**src/rtl/alt_vipcti131_reader_pkg.sv**
```systemverilog
// Shared definitions for the CVI FIFO stream reader: state encoding and
// the positions of the packet flags inside each FIFO word.
package alt_vipcti131_reader_pkg;

  typedef enum logic [1:0] {
    ST_DISABLED = 2'd0,
    ST_SYNC     = 2'd1,
    ST_RUN      = 2'd2,
    ST_DRAIN    = 2'd3
  } state_t;

  // sop flag sits just above the eop flag, both above the pixel payload
  function automatic int sop_bit(input int pixel_width);
    return pixel_width + 1;
  endfunction

  function automatic int eop_bit(input int pixel_width);
    return pixel_width;
  endfunction

endpackage

```
**src/rtl/alt_vipcti131_two_entry_buffer.sv**
```systemverilog
// Two-deep register FIFO feeding the Avalon-ST output. Entry 0 is the head.
// Caller guarantees no push when full and no pop when empty.
module alt_vipcti131_two_entry_buffer #(
  parameter int WIDTH = 20
) (
  input  logic             clk,
  input  logic             rst_n,
  input  logic             push,
  input  logic             pop,
  input  logic [WIDTH-1:0] din,
  output logic [WIDTH-1:0] head,
  output logic [1:0]       count
);

  logic [WIDTH-1:0] entry0;
  logic [WIDTH-1:0] entry1;

  assign head = entry0;

  // Entry shifting and occupancy tracking
  always_ff @(posedge clk or negedge rst_n) begin
    if (!rst_n) begin
      entry0 <= '0;
      entry1 <= '0;
      count  <= 2'd0;
    end else begin
      case ({push, pop})
        2'b10: begin
          if (count == 2'd0) entry0 <= din;
          else               entry1 <= din;
          count <= count + 2'd1;
        end
        2'b01: begin
          entry0 <= entry1;
          count  <= count - 2'd1;
        end
        2'b11: begin
          // occupancy unchanged; new word lands behind whatever stays
          if (count == 2'd1) begin
            entry0 <= din;
          end else begin
            entry0 <= entry1;
            entry1 <= din;
          end
        end
        default: ;
      endcase
    end
  end

endmodule

```
**src/rtl/alt_vipcti131_fifo_stream_reader.sv**
```systemverilog
// Reads the CVI input FIFO (non-showahead, 1-cycle latency) and re-emits
// its words as Avalon-ST video. Aligns to a sop on start, stops only after
// an eop, and keeps packet / dropped-word statistics.
module alt_vipcti131_fifo_stream_reader
  import alt_vipcti131_reader_pkg::*;
#(
  parameter int PIXEL_WIDTH = 18,
  parameter int WORD_WIDTH  = PIXEL_WIDTH + 2,
  parameter int STAT_WIDTH  = 16
) (
  input  logic                   clk,
  input  logic                   rst_n,
  input  logic                   go,
  input  logic                   clear_stats,
  output logic                   rdreq,
  input  logic                   rdempty,
  input  logic [WORD_WIDTH-1:0]  q,
  output logic [PIXEL_WIDTH-1:0] dout_data,
  output logic                   dout_valid,
  input  logic                   dout_ready,
  output logic                   dout_startofpacket,
  output logic                   dout_endofpacket,
  output logic                   status_running,
  output logic [STAT_WIDTH-1:0]  packets_out,
  output logic [STAT_WIDTH-1:0]  dropped_words
);

  localparam int SOP_BIT = sop_bit(PIXEL_WIDTH);
  localparam int EOP_BIT = eop_bit(PIXEL_WIDTH);

  state_t                state;
  state_t                state_nxt;
  logic                  inflight;
  logic                  push;
  logic                  pop;
  logic                  drop;
  logic                  read_allowed;
  logic [1:0]            count;
  logic [2:0]            space;
  logic [WORD_WIDTH-1:0] head;
  logic                  ret_sop;
  logic                  ret_eop;

  assign ret_sop = q[SOP_BIT];
  assign ret_eop = q[EOP_BIT];

  alt_vipcti131_two_entry_buffer #(.WIDTH(WORD_WIDTH)) u_buf (
    .clk   (clk),
    .rst_n (rst_n),
    .push  (push),
    .pop   (pop),
    .din   (q),
    .head  (head),
    .count (count)
  );

  assign dout_valid         = (count != 2'd0);
  assign pop                = dout_valid && dout_ready;
  assign dout_data          = dout_valid ? head[PIXEL_WIDTH-1:0] : '0;
  assign dout_startofpacket = dout_valid && head[SOP_BIT];
  assign dout_endofpacket   = dout_valid && head[EOP_BIT];
  assign status_running     = (state != ST_DISABLED);

  // Free slots once this cycle's pop and the word already in flight are
  // accounted for; never negative because an in-flight word always holds
  // a reserved slot.
  assign space = 3'd2 - {1'b0, count} + {2'b0, pop} - {2'b0, inflight};

  // Which states may issue a FIFO read; DRAIN reads one word at a time so
  // it never fetches past the eop.
  always_comb begin
    read_allowed = 1'b0;
    case (state)
      ST_SYNC:  read_allowed = go;
      ST_RUN:   read_allowed = go;
      ST_DRAIN: read_allowed = !inflight;
      default:  read_allowed = 1'b0;
    endcase
  end

  assign rdreq = !rdempty && (space != 3'd0) && read_allowed;

  // Marks the cycle in which q carries the word requested last cycle
  always_ff @(posedge clk or negedge rst_n) begin
    if (!rst_n) inflight <= 1'b0;
    else        inflight <= rdreq;
  end

  // State register
  always_ff @(posedge clk or negedge rst_n) begin
    if (!rst_n) state <= ST_DISABLED;
    else        state <= state_nxt;
  end

  // Next state plus push/drop decision for the returning word
  always_comb begin
    state_nxt = state;
    push      = 1'b0;
    drop      = 1'b0;
    case (state)
      ST_DISABLED: begin
        drop = inflight;
        if (go) state_nxt = ST_SYNC;
      end
      ST_SYNC: begin
        if (inflight && ret_sop) begin
          push      = 1'b1;
          state_nxt = (ret_eop && !go) ? ST_DISABLED : ST_RUN;
        end else begin
          drop = inflight;
          if (!go) state_nxt = ST_DISABLED;
        end
      end
      ST_RUN: begin
        push = inflight;
        if (!go) state_nxt = (inflight && ret_eop) ? ST_DISABLED : ST_DRAIN;
      end
      ST_DRAIN: begin
        push = inflight;
        if (inflight && ret_eop) state_nxt = ST_DISABLED;
      end
      default: state_nxt = ST_DISABLED;
    endcase
  end

  // Packet counter: wraps; clear beats a same-cycle increment
  always_ff @(posedge clk or negedge rst_n) begin
    if (!rst_n)                          packets_out <= '0;
    else if (clear_stats)                packets_out <= '0;
    else if (pop && head[EOP_BIT])       packets_out <= packets_out + 1'b1;
  end

  // Dropped-word counter: saturates at all-ones
  always_ff @(posedge clk or negedge rst_n) begin
    if (!rst_n)                            dropped_words <= '0;
    else if (clear_stats)                  dropped_words <= '0;
    else if (drop && (dropped_words != '1)) dropped_words <= dropped_words + 1'b1;
  end

endmodule
```
**config.mk**
```make
export PLATFORM = sky130hd
export DESIGN_NAME = alt_vipcti131_fifo_stream_reader
export DESIGN_NICKNAME = d
export VERILOG_FILES = /design/src/rtl/alt_vipcti131_reader_pkg.sv /design/src/rtl/alt_vipcti131_two_entry_buffer.sv /design/src/rtl/alt_vipcti131_fifo_stream_reader.sv
export SDC_FILE = /design/constraint.sdc
export NUM_CORES = 1
export LEC_CHECK = 0
export CAP_MARGIN = 15
export CELL_PAD_IN_SITES_DETAIL_PLACEMENT = 2
export CELL_PAD_IN_SITES_GLOBAL_PLACEMENT = 2
export CORE_UTILIZATION = 37
export CTS_BUF_LIST = sky130_fd_sc_hd__clkbuf_4 sky130_fd_sc_hd__clkbuf_8
export CTS_CLUSTER_DIAMETER = 50
export CTS_CLUSTER_SIZE = 16
export DETAILED_ROUTE_END_ITERATION = 12
export PLACE_DENSITY = 0.94
export SLEW_MARGIN = 15
export SYNTH_ARGS = -nofsm -noshare
export SYNTH_HDL_FRONTEND = slang
export SYNTH_HIERARCHICAL = 1
export SYNTH_SLANG_ARGS = --single-unit
```
**constraint.sdc**
```tcl
create_clock -name clk -period 4 [get_ports clk]
set_clock_uncertainty 0.1 [all_clocks]
set_input_delay 1.2 -clock clk [delete_from_list [all_inputs] [get_ports clk]]
set_output_delay 1.2 -clock clk [all_outputs]
set_load 0.005 [all_outputs]
```
; ---- Word level (Yosys, flattened, before mapping)
; Cells that the tools add are included.
[classes]
n_addsub = 7
eq_ne = 15
n_mux = 25
reduce_logical = 28
[ops]
columns = cell, n
row1 = 2-to-1 mux 20 bit, 4
row2 = 2-to-1 mux 16 bit, 4
row3 = case mux 20 bit (3 select lines), 1
row4 = case mux 20 bit (2 select lines), 1
row5 = adder 16 x 1 -> 16 bit (second input constant), 2
row6 = 2-to-1 mux 18 bit, 1
row7 = != test 16 bit (second input constant), 1
row8 = 2-to-1 mux 2 bit, 7
row9 = nonzero test 2 bit, 6
row10 = logical AND 1 bit, 10
row11 = != test 2 bit (second input constant), 5
row12 = == test 2 bit (second input constant), 4
row13 = case mux 2 bit (4 select lines), 1
row14 = == test 2 x 1 -> 1 bit (second input constant), 3
row15 = case mux 1 bit (2 select lines), 3
row16 = nonzero test 3 bit, 2
row17 = zero test 2 bit, 2
row18 = case mux 2 bit (2 select lines), 1
row19 = AND reduction 4 bit, 1
row20 = OR reduction 2 bit, 2
row21 = adder 3 x 1 -> 3 bit, 1
row22 = zero test 1 bit, 3
row23 = != test 3 bit (second input constant), 1
row24 = AND reduction 3 bit, 1
row25 = 7 further kinds, 8
[word_totals]
register_bits = 77
input_bits = 26
wordCells = 82

; ---- Depth between registers and ports, before layout
[logic_depth]
depth_word = 7
mapped_depth = 11

; ---- Cells and area by module
; The synthesis kept the hierarchy.
[by_module_without_submodules]
columns = module, n_inst, cells_each, area_per_inst_um2, seq_area_each_um2
row1 = alt_vipcti131_fifo_stream_reader, 1, 244, 2277.2, 875.8
row2 = alt_vipcti131_two_entry_buffer, 1, 179, 2059.5, 1051.0

; ---- Least setup slack after synthesis
; OpenSTA, ideal clock, no wires.
[synth_path]
path_kind = input -> output
from = input dout_ready
to = output rdreq
arrival_ns = 2.275
required_ns = 2.700
path_slack_ns = 0.425
stages = 6
path_buffers = 0
cell_sequence = nand2_1 -> fa_1 -> ha_1 -> nand2_1 -> nor2_1 -> nor4_1
[synth_via]
elab_chain_len = 6
[synth_lines]
columns = element, line
row1 = start: declaration, alt_vipcti131_fifo_stream_reader.sv:20  ; input logic dout_ready,
row2 = logical AND 1 bit, alt_vipcti131_fifo_stream_reader.sv:58  ; assign pop = dout_valid && dout_ready;
row3 = adder 3 x 1 -> 3 bit, alt_vipcti131_fifo_stream_reader.sv:67  ; assign space = 3'd2 - {1'b0, count} + {2'b0, pop} - {2'b0, inflight};
row4 = subtractor 3 x 1 -> 3 bit, alt_vipcti131_fifo_stream_reader.sv:67
row5 = nonzero test 3 bit, alt_vipcti131_fifo_stream_reader.sv:81  ; assign rdreq = !rdempty && (space != 3'd0) && read_allowed;
row6 = logical AND 1 bit (2 in series), alt_vipcti131_fifo_stream_reader.sv:81
row7 = end: declaration, alt_vipcti131_fifo_stream_reader.sv:15  ; output logic rdreq,
; Every way passes these cells.

; ---- Final worst setup path
; Ends and elaborated chain as after synthesis.

==> flow_summary.ini <==
[grt]
grt_antenna_before_repair = 0
grtUsageTotal_pct = 24.1
grt_overflow = 0
grt_pass1_wl_um = 21900
grt_max_degree = 78
grt_pass1_vias = 4257

[hold_path]
hold_class = reg2reg
holdPathStages = 1
hold_end = u_buf/entry1[19]
hp-start = u_buf/entry1[19]

[logic_synthesis]
synth_area_sq_um = 4340
synth-seq-cells = 77
yosysUniqueCellTypes = 49
async_flop_share_pct = 100
ys_seq_area_share_pct = 44.4
postSynthAreaPerCell_sq_um = 10.3
synth-edff-count = 0
yosys.area.top_type = dfrtp_1
netlist_instances = 423
syn-num-nets = 462
netlist_top_cells_area = dfrtp_1 44%, a31oi_2 5.8%, mux2_1 5.5%
synth.top_cell.area_share_pct = 44.4
synth_ff_type = dfrtp_1
yosysWarnings = 6

[clocking]
clk_latency_ns = 0.37
clock-sinks = 77
h-tree-depth = 3
numCtsBuffers = 9
ctsHoldBuffers = 0
cts_tree = done
cts_root_buf = clkbuf_8
cts_buffer_depth = 2
path_clk_slew_ns = 0.08

[floorplanning]
initial_core_util_pct = 38.0
core_area_sq_um = 11400
die_area_sq_um = 12200
ios = 81
rows = 39
die_w_um = 110
fp.dieH_um = 110

[status]
status = finished clean

[critical_path]
r2r_cells = 8
endpoint_kind = output pin
start_kind = input pin
crit_family = adder cells
path_max_fanout = 2
crit_buf_inv = 2
reg2reg_from = state[1]
crit_type = in2out
reg2reg_slack_ns = 1.18
crit_arrival_ns = 2.57
crit_path_cell_trace = clkdlybuf4s15_1, nand2_2, fa_2, ha_1, nand2_1, nor2_1, nor4_2, buf_2
timing.rr.end = u_buf/entry1[4]
required_ns = 2.70
max_stage_delay_ns = 0.35
slowest_stage = fa_2

[power]
p_total_mw = 2.94
powerDensity_nw_per_um2 = 532
p_leak_nw = 2.24
ir_drop_mv = 0.306

[timing]
hold_ws_ns = 0.387
slew_headroom_pct = 31.4
finalHoldViolations = 0
timing.final.ws_setup_ns = 0.134
fmax_ghz = 0.259
period_share_pct = 96.6
fin_setup_tns_ns = 0
rsz0062_at_grt = false
setup_viol = 0
finalMaxSlewViolations = 0
worst_slew_pin_slew_ns = 1.03
period_minus_slack_ns = 3.87

[placement]
dpl.cell_count = 635
globalplace.congestion = 0.817
post-place-ws_ns = -0.735
hpwl_um = 9220
place_area_sq_um = 5310
port_buffers = 80

[final_layout]
syn_to_final_growth_pct = 27.6
stdcell_count = 651
n_antenna_cell = 0
final_util_pct = 48.4
drive_gt1_share_pct = 15.2
post-route-cell-area_sq_um = 5530
fin_nets = 542

[drt]
via_count = 3728
wire_per_inst_um = 20.8
first_pass_iters = 4
initialDrtViolationCount = 138
drc = 0
routed_wl_um = 13500
vias_per_cell = 5.73
drtAntennaViolNets = 0

[job]
maxCapViolations = 0
timing repair:
action / 4_1_cts / 5_1_grt
pin swaps: 1 / 1
resized for setup: 9 / 0
endpoints found under the setup margin: 1 / 1
setup buffers: 0 / 0
sequential cells by signal (all words and copies together), names as in the netlist:
name	cells
dropped_words	16
inflight	1
packets_out	16
state	2
u_buf/count	2
u_buf/entry1	20
u_buf/head	20
where the power goes:
group / leakage, nW / switching, mW / internal [mW]
combinational: 1.12 / 0.598 / 0.606
sequential: 1.01 / 0.126 / 0.955
clock: 0.109 / 0.309 / 0.346
total: 2.24 / 1.03 / 1.91
cells in the final DEF (no fill, tap or decap), types with 3 or more instances in the layout:
cell / instances
nand4_1: 3
a21oi_1: 37
nor2_1: 22
a31oi_2: 20
xnor2_1: 9
nor3_1: 8
o31ai_1: 9
a31o_2: 3
nand4_2: 3
o211ai_1: 3
nand2b_1: 7
dfrtp_1: 77
nand3_1: 10
nand2_1: 13
clkdlybuf4s50_1: 77
nor4_4: 3
buf_4: 13
inv_1: 16
ha_1: 12
o21ai_0: 46
clkbuf_8: 12
mux2_1: 21
mux2_2: 4
nor2b_1: 26
nor4_1: 3
and3_1: 4
or4_1: 9
kinds of logic after synthesis:
family,Yosys count,synth area share [%]
AO/OA/AOI/OAI,132,21.1
AND/OR/NAND/NOR,124,17.5
flip-flops,77,44.4
buffers and inverters,40,4.10
multiplexers,27,6.95
adder cells (fa/ha/maj),13,3.92
XOR/XNOR,10,2.02
layer usage:
metal | share of wire (%) | GRT usage [%] | up-vias
met2 | 53 | 44.7 | 82
li1 | - | - | 1698
met4 | 2.2 | 9.96 | 0
met3 | 3.0 | 4.00 | 24
met1 | 42 | 27.0 | 1924
met5 | 0 | 0 | -
cells in the mapped netlist (10+ instances only):
master and number:
inv_1 16, ha_1 12, dfrtp_1 77, mux2_1 21
nor2_1 22, nand2_1 14, nand3_1 10, a21oi_1 38
a31oi_2 20, clkbuf_1 17, o21ai_0 46, nor2b_1 26
how the worst max path moves through the flow:
stage	cells past startpoint	endpoint	from	slack [ns]
floorplan	6	rdreq	dout_ready	0.43
global placement	8	rdreq	dout_ready	-0.66
detailed placement	8	rdreq	dout_ready	-0.73
CTS	8	rdreq	dout_ready	0.007
global route	8	rdreq	dout_ready	0.03
finish	8	rdreq	dout_ready	0.13
area by class of cell:
class | count | area, sq um
Clock inverter | 3 | 42.5
Sequential cell | 77 | 1930
Clock buffer | 13 | 173
Tap cell | 143 | 179
Multi-Input combinational cell | 306 | 2250
Fill cell | 1208 | 5890
Inverter | 16 | 60.1
Timing Repair Buffer | 93 | 903
(Power assumes the default switching activity.)
